[src/rtl/hydro_axis_pkg.sv]
// Shared types for the hydrophone sample stream: one frame is four 16-bit channel samples,
// sent to the max-finder as two 32-bit AXI-Stream beats.
package hydro_axis_pkg;

    localparam int CH_W    = 16;
    localparam int N_CH    = 4;
    localparam int FRAME_W = CH_W * N_CH;
    localparam int BEAT_W  = 2 * CH_W;

    typedef struct packed {
        logic [CH_W-1:0] ch3;
        logic [CH_W-1:0] ch2;
        logic [CH_W-1:0] ch1;
        logic [CH_W-1:0] ch0;
    } frame_t;

    typedef enum logic [1:0] {
        IDLE  = 2'd0,
        BEAT0 = 2'd1,
        BEAT1 = 2'd2
    } tx_state_t;

    function automatic logic [BEAT_W-1:0] beat_lo(input frame_t f);
        return {f.ch1, f.ch0};
    endfunction

    function automatic logic [BEAT_W-1:0] beat_hi(input frame_t f);
        return {f.ch3, f.ch2};
    endfunction

endpackage

[src/rtl/frame_fifo.sv]
// Small frame FIFO with a combinational head. A push into a full FIFO succeeds only when
// a pop happens at the same edge; the written slot is the one being vacated.
module frame_fifo
    import hydro_axis_pkg::*;
#(
    parameter int DEPTH = 4
) (
    input  logic                     clk,
    input  logic                     rst_n,
    input  logic                     push,
    input  logic [FRAME_W-1:0]       push_data,
    input  logic                     pop,
    output logic [FRAME_W-1:0]       pop_data,
    output logic                     full,
    output logic                     empty,
    output logic [$clog2(DEPTH):0]   level
);

    localparam int AW = $clog2(DEPTH);
    localparam logic [AW:0] FULL_LVL = (AW+1)'(DEPTH);

    frame_t        mem [DEPTH];
    logic [AW:0]   wr_ptr;
    logic [AW:0]   rd_ptr;
    logic          do_push;
    logic          do_pop;

    assign level    = wr_ptr - rd_ptr;
    assign full     = (level == FULL_LVL);
    assign empty    = (level == '0);
    assign do_pop   = pop && !empty;
    assign do_push  = push && (!full || do_pop);
    assign pop_data = mem[rd_ptr[AW-1:0]];

    always_ff @(posedge clk) begin
        if (do_push) begin
            mem[wr_ptr[AW-1:0]] <= frame_t'(push_data);
        end
    end

    always_ff @(posedge clk or negedge rst_n) begin
        if (!rst_n) begin
            wr_ptr <= '0;
            rd_ptr <= '0;
        end else begin
            if (do_push) begin
                wr_ptr <= wr_ptr + 1'b1;
            end
            if (do_pop) begin
                rd_ptr <= rd_ptr + 1'b1;
            end
        end
    end

endmodule

[src/rtl/axis_sample_packer.sv]
// AXI-Stream transmitter for 4-channel hydrophone sample sets: buffers sets in a frame FIFO
// and emits each as {ch1,ch0} then {ch3,ch2} with tlast on the second beat.
module axis_sample_packer
    import hydro_axis_pkg::*;
#(
    parameter int C_M_AXIS_TDATA_WIDTH = 32,
    parameter int FIFO_DEPTH           = 4,
    parameter int CNT_W                = 32
) (
    input  logic                              m_axis_aclk,
    input  logic                              m_axis_aresetn,
    input  logic                              smp_valid,
    input  logic [FRAME_W-1:0]                smp_data,
    input  logic                              clear_stats,
    output logic                              m_axis_tvalid,
    input  logic                              m_axis_tready,
    output logic [C_M_AXIS_TDATA_WIDTH-1:0]   m_axis_tdata,
    output logic                              m_axis_tlast,
    output logic                              overflow,
    output logic [CNT_W-1:0]                  drop_count,
    output logic [CNT_W-1:0]                  frame_count,
    output logic [$clog2(FIFO_DEPTH):0]       fifo_level
);

    tx_state_t                          state;
    tx_state_t                          next_state;
    logic                               tvalid_q;
    logic                               tvalid_d;
    logic [C_M_AXIS_TDATA_WIDTH-1:0]    tdata_q;
    logic [C_M_AXIS_TDATA_WIDTH-1:0]    tdata_d;
    logic                               tlast_q;
    logic                               tlast_d;
    logic [BEAT_W-1:0]                  hi_q;
    logic [BEAT_W-1:0]                  hi_d;
    logic                               handshake;
    logic                               frame_done;
    logic                               fifo_pop;
    logic                               fifo_full;
    logic                               fifo_empty;
    logic [FRAME_W-1:0]                 fifo_head;
    frame_t                             head;
    logic                               drop;

    frame_fifo #(
        .DEPTH (FIFO_DEPTH)
    ) u_fifo (
        .clk       (m_axis_aclk),
        .rst_n     (m_axis_aresetn),
        .push      (smp_valid),
        .push_data (smp_data),
        .pop       (fifo_pop),
        .pop_data  (fifo_head),
        .full      (fifo_full),
        .empty     (fifo_empty),
        .level     (fifo_level)
    );

    assign head      = frame_t'(fifo_head);
    assign handshake = tvalid_q && m_axis_tready;
    assign drop      = smp_valid && fifo_full && !fifo_pop;

    assign m_axis_tvalid = tvalid_q;
    assign m_axis_tdata  = tdata_q;
    assign m_axis_tlast  = tlast_q;

    always_ff @(posedge m_axis_aclk or negedge m_axis_aresetn) begin
        if (!m_axis_aresetn) begin
            state    <= IDLE;
            tvalid_q <= 1'b0;
            tdata_q  <= '0;
            tlast_q  <= 1'b0;
            hi_q     <= '0;
        end else begin
            state    <= next_state;
            tvalid_q <= tvalid_d;
            tdata_q  <= tdata_d;
            tlast_q  <= tlast_d;
            hi_q     <= hi_d;
        end
    end

    // Beat0 is loaded straight from the FIFO head; only the upper half is kept for beat1.
    always_comb begin
        next_state = state;
        tvalid_d   = tvalid_q;
        tdata_d    = tdata_q;
        tlast_d    = tlast_q;
        hi_d       = hi_q;
        fifo_pop   = 1'b0;
        frame_done = 1'b0;
        case (state)
            IDLE: begin
                if (!fifo_empty) begin
                    fifo_pop   = 1'b1;
                    tdata_d    = beat_lo(head);
                    hi_d       = beat_hi(head);
                    tlast_d    = 1'b0;
                    tvalid_d   = 1'b1;
                    next_state = BEAT0;
                end
            end
            BEAT0: begin
                if (handshake) begin
                    tdata_d    = hi_q;
                    tlast_d    = 1'b1;
                    next_state = BEAT1;
                end
            end
            BEAT1: begin
                if (handshake) begin
                    frame_done = 1'b1;
                    if (!fifo_empty) begin
                        fifo_pop   = 1'b1;
                        tdata_d    = beat_lo(head);
                        hi_d       = beat_hi(head);
                        tlast_d    = 1'b0;
                        next_state = BEAT0;
                    end else begin
                        tvalid_d   = 1'b0;
                        tlast_d    = 1'b0;
                        next_state = IDLE;
                    end
                end
            end
            default: begin
                tvalid_d   = 1'b0;
                tlast_d    = 1'b0;
                next_state = IDLE;
            end
        endcase
    end

    // A clear coinciding with a drop still records that one drop in the counter.
    always_ff @(posedge m_axis_aclk or negedge m_axis_aresetn) begin
        if (!m_axis_aresetn) begin
            overflow    <= 1'b0;
            drop_count  <= '0;
            frame_count <= '0;
        end else begin
            if (clear_stats) begin
                overflow   <= 1'b0;
                drop_count <= drop ? CNT_W'(1) : '0;
            end else if (drop) begin
                overflow <= 1'b1;
                if (drop_count != '1) begin
                    drop_count <= drop_count + 1'b1;
                end
            end
            if (frame_done) begin
                frame_count <= frame_count + 1'b1;
            end
        end
    end

endmodule

[config.mk]
export PLATFORM = sky130hd
export DESIGN_NAME = axis_sample_packer
export DESIGN_NICKNAME = d
export VERILOG_FILES = /design/src/rtl/hydro_axis_pkg.sv /design/src/rtl/frame_fifo.sv /design/src/rtl/axis_sample_packer.sv
export SDC_FILE = /design/constraint.sdc
export NUM_CORES = 1
export LEC_CHECK = 0
export CELL_PAD_IN_SITES_DETAIL_PLACEMENT = 1
export CELL_PAD_IN_SITES_GLOBAL_PLACEMENT = 1
export CORE_ASPECT_RATIO = 1.4
export CORE_MARGIN = 4
export CORE_UTILIZATION = 35
export DETAILED_ROUTE_END_ITERATION = 7
export PLACE_DENSITY = 0.71
export SYNTH_ARGS = -nofsm -noshare
export SYNTH_HDL_FRONTEND = slang
export SYNTH_SLANG_ARGS = --single-unit
[constraint.sdc]
create_clock -name m_axis_aclk -period 3.88 [get_ports m_axis_aclk]
set_clock_uncertainty 0.05 [all_clocks]
set_input_delay 1.164 -clock m_axis_aclk [delete_from_list [all_inputs] [get_ports m_axis_aclk]]
set_output_delay 1.164 -clock m_axis_aclk [all_outputs]
set_load 0.02 [all_outputs]
==> flow_summary_export.csv <==
group,metric,value,unit
clock_tree,cts_inserted_buffers,41,
synthesis,synth_seq_cells,394,
pwr,p_sw_frac,0.310,
routing,drt_wl_total,36500,um
place,portBuffers,170,
synthesis,yosys_warnings,0,
worst_setup_path,critPathLaunch,"u_fifo.wr_ptr[0]",
die,die_x,187,um
clock_tree,post_cts_resized,1,
pwr,power.density,760,nW/um^2
die,boundaryPins,171,
synthesis,synth-edff-count,256,
synthesis,avgSynthCellArea,16.9,um^2
final_layout,most-common-layout-cells,"256 x edfxtp_1, 168 x clkdlybuf4s50_1, 136 x dfrtp_1",
grt,antenna_found_initial,1,
worst_setup_path,r2r_end,"drop_count[30]",
final_layout,layout.nets,1202,
place,gp_congestion,0.803,
die,dieHeight,258,um
routing,drtIter0Drc,378,
routing,postRouteAntennaNets,0,
worst_setup_path,crit_arrival,2.50,ns
pwr,cellLeakagePower,0.00708,uW
grt,grt_overflow,0,
worst_setup_path,reg2reg_setup_slack,0.85,ns
worst_setup_path,rr_worst_depth,8,
grt,first_global_vias,9792,
synthesis,synth-async-reset-ratio,0.350,
routing,viasPerCell,5.11,
final_layout,final_common_cell,"edfxtp_1",
hold_path,min_path_type,"flop to flop",
grt,grt_pass1_wl,57300,um
timing,drv_slew,0,
timing,report.final.hold_viol_count,0,
die,num_rows,91,
worst_setup_path,cp_max_fo,4,
timing,tightest_slew,1.02,ns
final_layout,syn_to_final_growth,25.6,%
pwr,power.switching,4650,uW
clock_tree,htreeDepth,2,
clock_tree,clkSinkCount,394,
clock_tree,insertion_delay,0.54,ns
die,core-area,44200,um^2
job,cap_violations,0,
pwr,internal_power,10300,uW
synthesis,syn_nets,1005,
grt,grt_max_degree,67,
routing,drc,0,
synthesis,syn_area,15700,um^2
worst_setup_path,crit_type,"flop to output port",
routing,wire_per_inst,21.3,um
clock_tree,cts_tree,"built",
pwr,peakVddDrop,0.446,mV
routing,vias,8755,
timing,whs,0.426,ns
timing,min_period_over_period,0.956,
timing,setup_violations,0,
timing,rsz0062_at_grt,"false",
synthesis,synthCells,927,
die,start_util,0.355,
clock_tree,cts_buffer_depth,3,
pwr,power_frac_clock,0.270,
die,die_area,48300,um^2
synthesis,seq_area_frac_synth,0.711,
outcome,status,"finished clean",
routing,first_pass_iters,4,
synthesis,ys.flop_type,"edfxtp_1",
clock_tree,clockRootBuffer,"clkbuf_16",
worst_setup_path,endpoint,"fifo_level[1]",
pwr,comb_power_share,0.328,
final_layout,final_core_util,0.446,
timing,fin_tns_setup,0,ns
worst_setup_path,startpoint_type,"flop",
pwr,power,15000,uW
synthesis,synthDistinctLibCells,48,
clock_tree,hold_buffers,0,
clock_tree,clk_pin_slew,0.06,ns
clock_tree,cts_setup_buffers,0,
timing,maxSlewHeadroom,0.320,
timing,layout_min_cycle_time,3.71,ns
timing,timing.fmax,0.269,GHz
worst_setup_path,r2r_start,"u_fifo.wr_ptr[0]",
pwr,seq_power_share,0.402,
place,place.detailed.hpwl,23700,um
grt,track_usage,0.150,
worst_setup_path,critPathRequiredTime,2.67,ns
final_layout,drive_above_1_share,0.184,
worst_setup_path,endpoint_kind,"output port",
==> state kept, by name, indices dropped and copies added, names as in the netlist <==
register	cells
m_axis_tvalid	1
u_fifo.wr_ptr	3
u_fifo.rd_ptr	3
frame_count	32
overflow	1
m_axis_tdata	32
drop_count	32
state	2
u_fifo.mem	256
hi_q	32
==> worst max-delay path: stages (launching register included) <==
cell             delay [ns]
dfrtp_1                0.40
inv_1                  0.15
ha_1                   0.19
fa_1                   0.49
inv_1                  0.13
clkdlybuf4s50_1        0.61
==> area by class of cell <==
class	instances	area [um^2]
diodes	1	2.50
inverters	12	45.0
clock buffers	53	1150
fillers	4310	24500
well taps	558	698
clock inverters	21	246
repair buffers	197	2040
flip-flops and latches	394	11100
multi-input cells	478	4350
==> cell usage after synthesis (2+ instances only) <==
master,count,area (um^2)
or3_1,2,12.5
ha_1,8,100
nor4_1,13,81.3
o21a_1,2,15.0
o31ai_1,16,120
nand2_1,60,225
nand4_1,16,100
nor3_1,5,25.0
xor2_1,8,70.1
mux4_2,64,1440
dfrtp_1,138,3450
and2_1,3,18.8
or4_4,2,22.5
or4_1,16,120
clkbuf_1,36,135
nand4b_1,2,17.5
o21ai_0,36,180
mux2_2,41,462
inv_1,12,45.0
mux2i_1,32,320
nor2_1,29,109
nor2b_1,10,62.6
a21oi_1,21,105
and4_1,3,26.3
buf_1,5,18.8
nand2b_1,2,12.5
edfxtp_1,256,7690
mux2_1,4,45.0
buf_2,2,10.0
and3_1,14,87.6
xnor2_1,27,236
nand3_1,26,130
==> worst min path at each step <==
| stage | slack, ns | end | startpoint | cells after the start |
|---|---|---|---|---|
| finish | 0.43 | u_fifo.rd_ptr[2] | u_fifo.rd_ptr[2] | 1 |
| floorplan | 0.40 | u_fifo.rd_ptr[2] | u_fifo.rd_ptr[2] | 1 |
| detailed placement | 0.42 | m_axis_tdata[19] | m_axis_tdata[19] | 2 |
| CTS | 0.43 | frame_count[31] | frame_count[31] | 1 |
| global placement | 0.41 | m_axis_tdata[2] | m_axis_tdata[2] | 2 |
| global route | 0.46 | frame_count[31] | frame_count[31] | 1 |
==> stage by stage <==
stage / worst slack, ns / cell area (um^2) / cells
after floorplan: 0.220 / 15700 / 927
after global placement: 0.321 / 18300 / 1639
after detailed placement: 0.292 / 18300 / 1639
after CTS: 0.0879 / 19700 / 1713
after global routing: 0.0501 / 19700 / 1714
final: 0.169 / 19700 / 1714
==> kinds of logic after synthesis <==
family | share of synthesized area
flops | 0.711
simple gates | 0.0708
mux | 0.145
compound gates | 0.0316
buf+inv | 0.0133
xor+xnor | 0.0211
fa+ha+maj | 0.00766
==> routing by layer <==
| layer | GRT usage | vias up | part of all wire |
|---|---|---|---|
| li1 | - | 3989 | - |
| met5 | 0 | - | 0 |
| met1 | 0.182 | 4528 | 0.40 |
| met4 | 0.0436 | 0 | 0.021 |
| met3 | 0.0229 | 44 | 0.038 |
| met2 | 0.279 | 194 | 0.54 |
==> power groups by stage <==
stage / Clock [uW] / Combinational, uW / Sequential (uW)
2_1_floorplan: 0 / 2950 / 6240
3_3_place_gp: 0 / 4990 / 6040
3_5_place_dp: 0 / 5090 / 6110
4_1_cts: 4160 / 5080 / 6040
5_1_grt: 4350 / 5380 / 6120
6_report: 4050 / 4910 / 6020
Power figures use the tool's default switching activity.
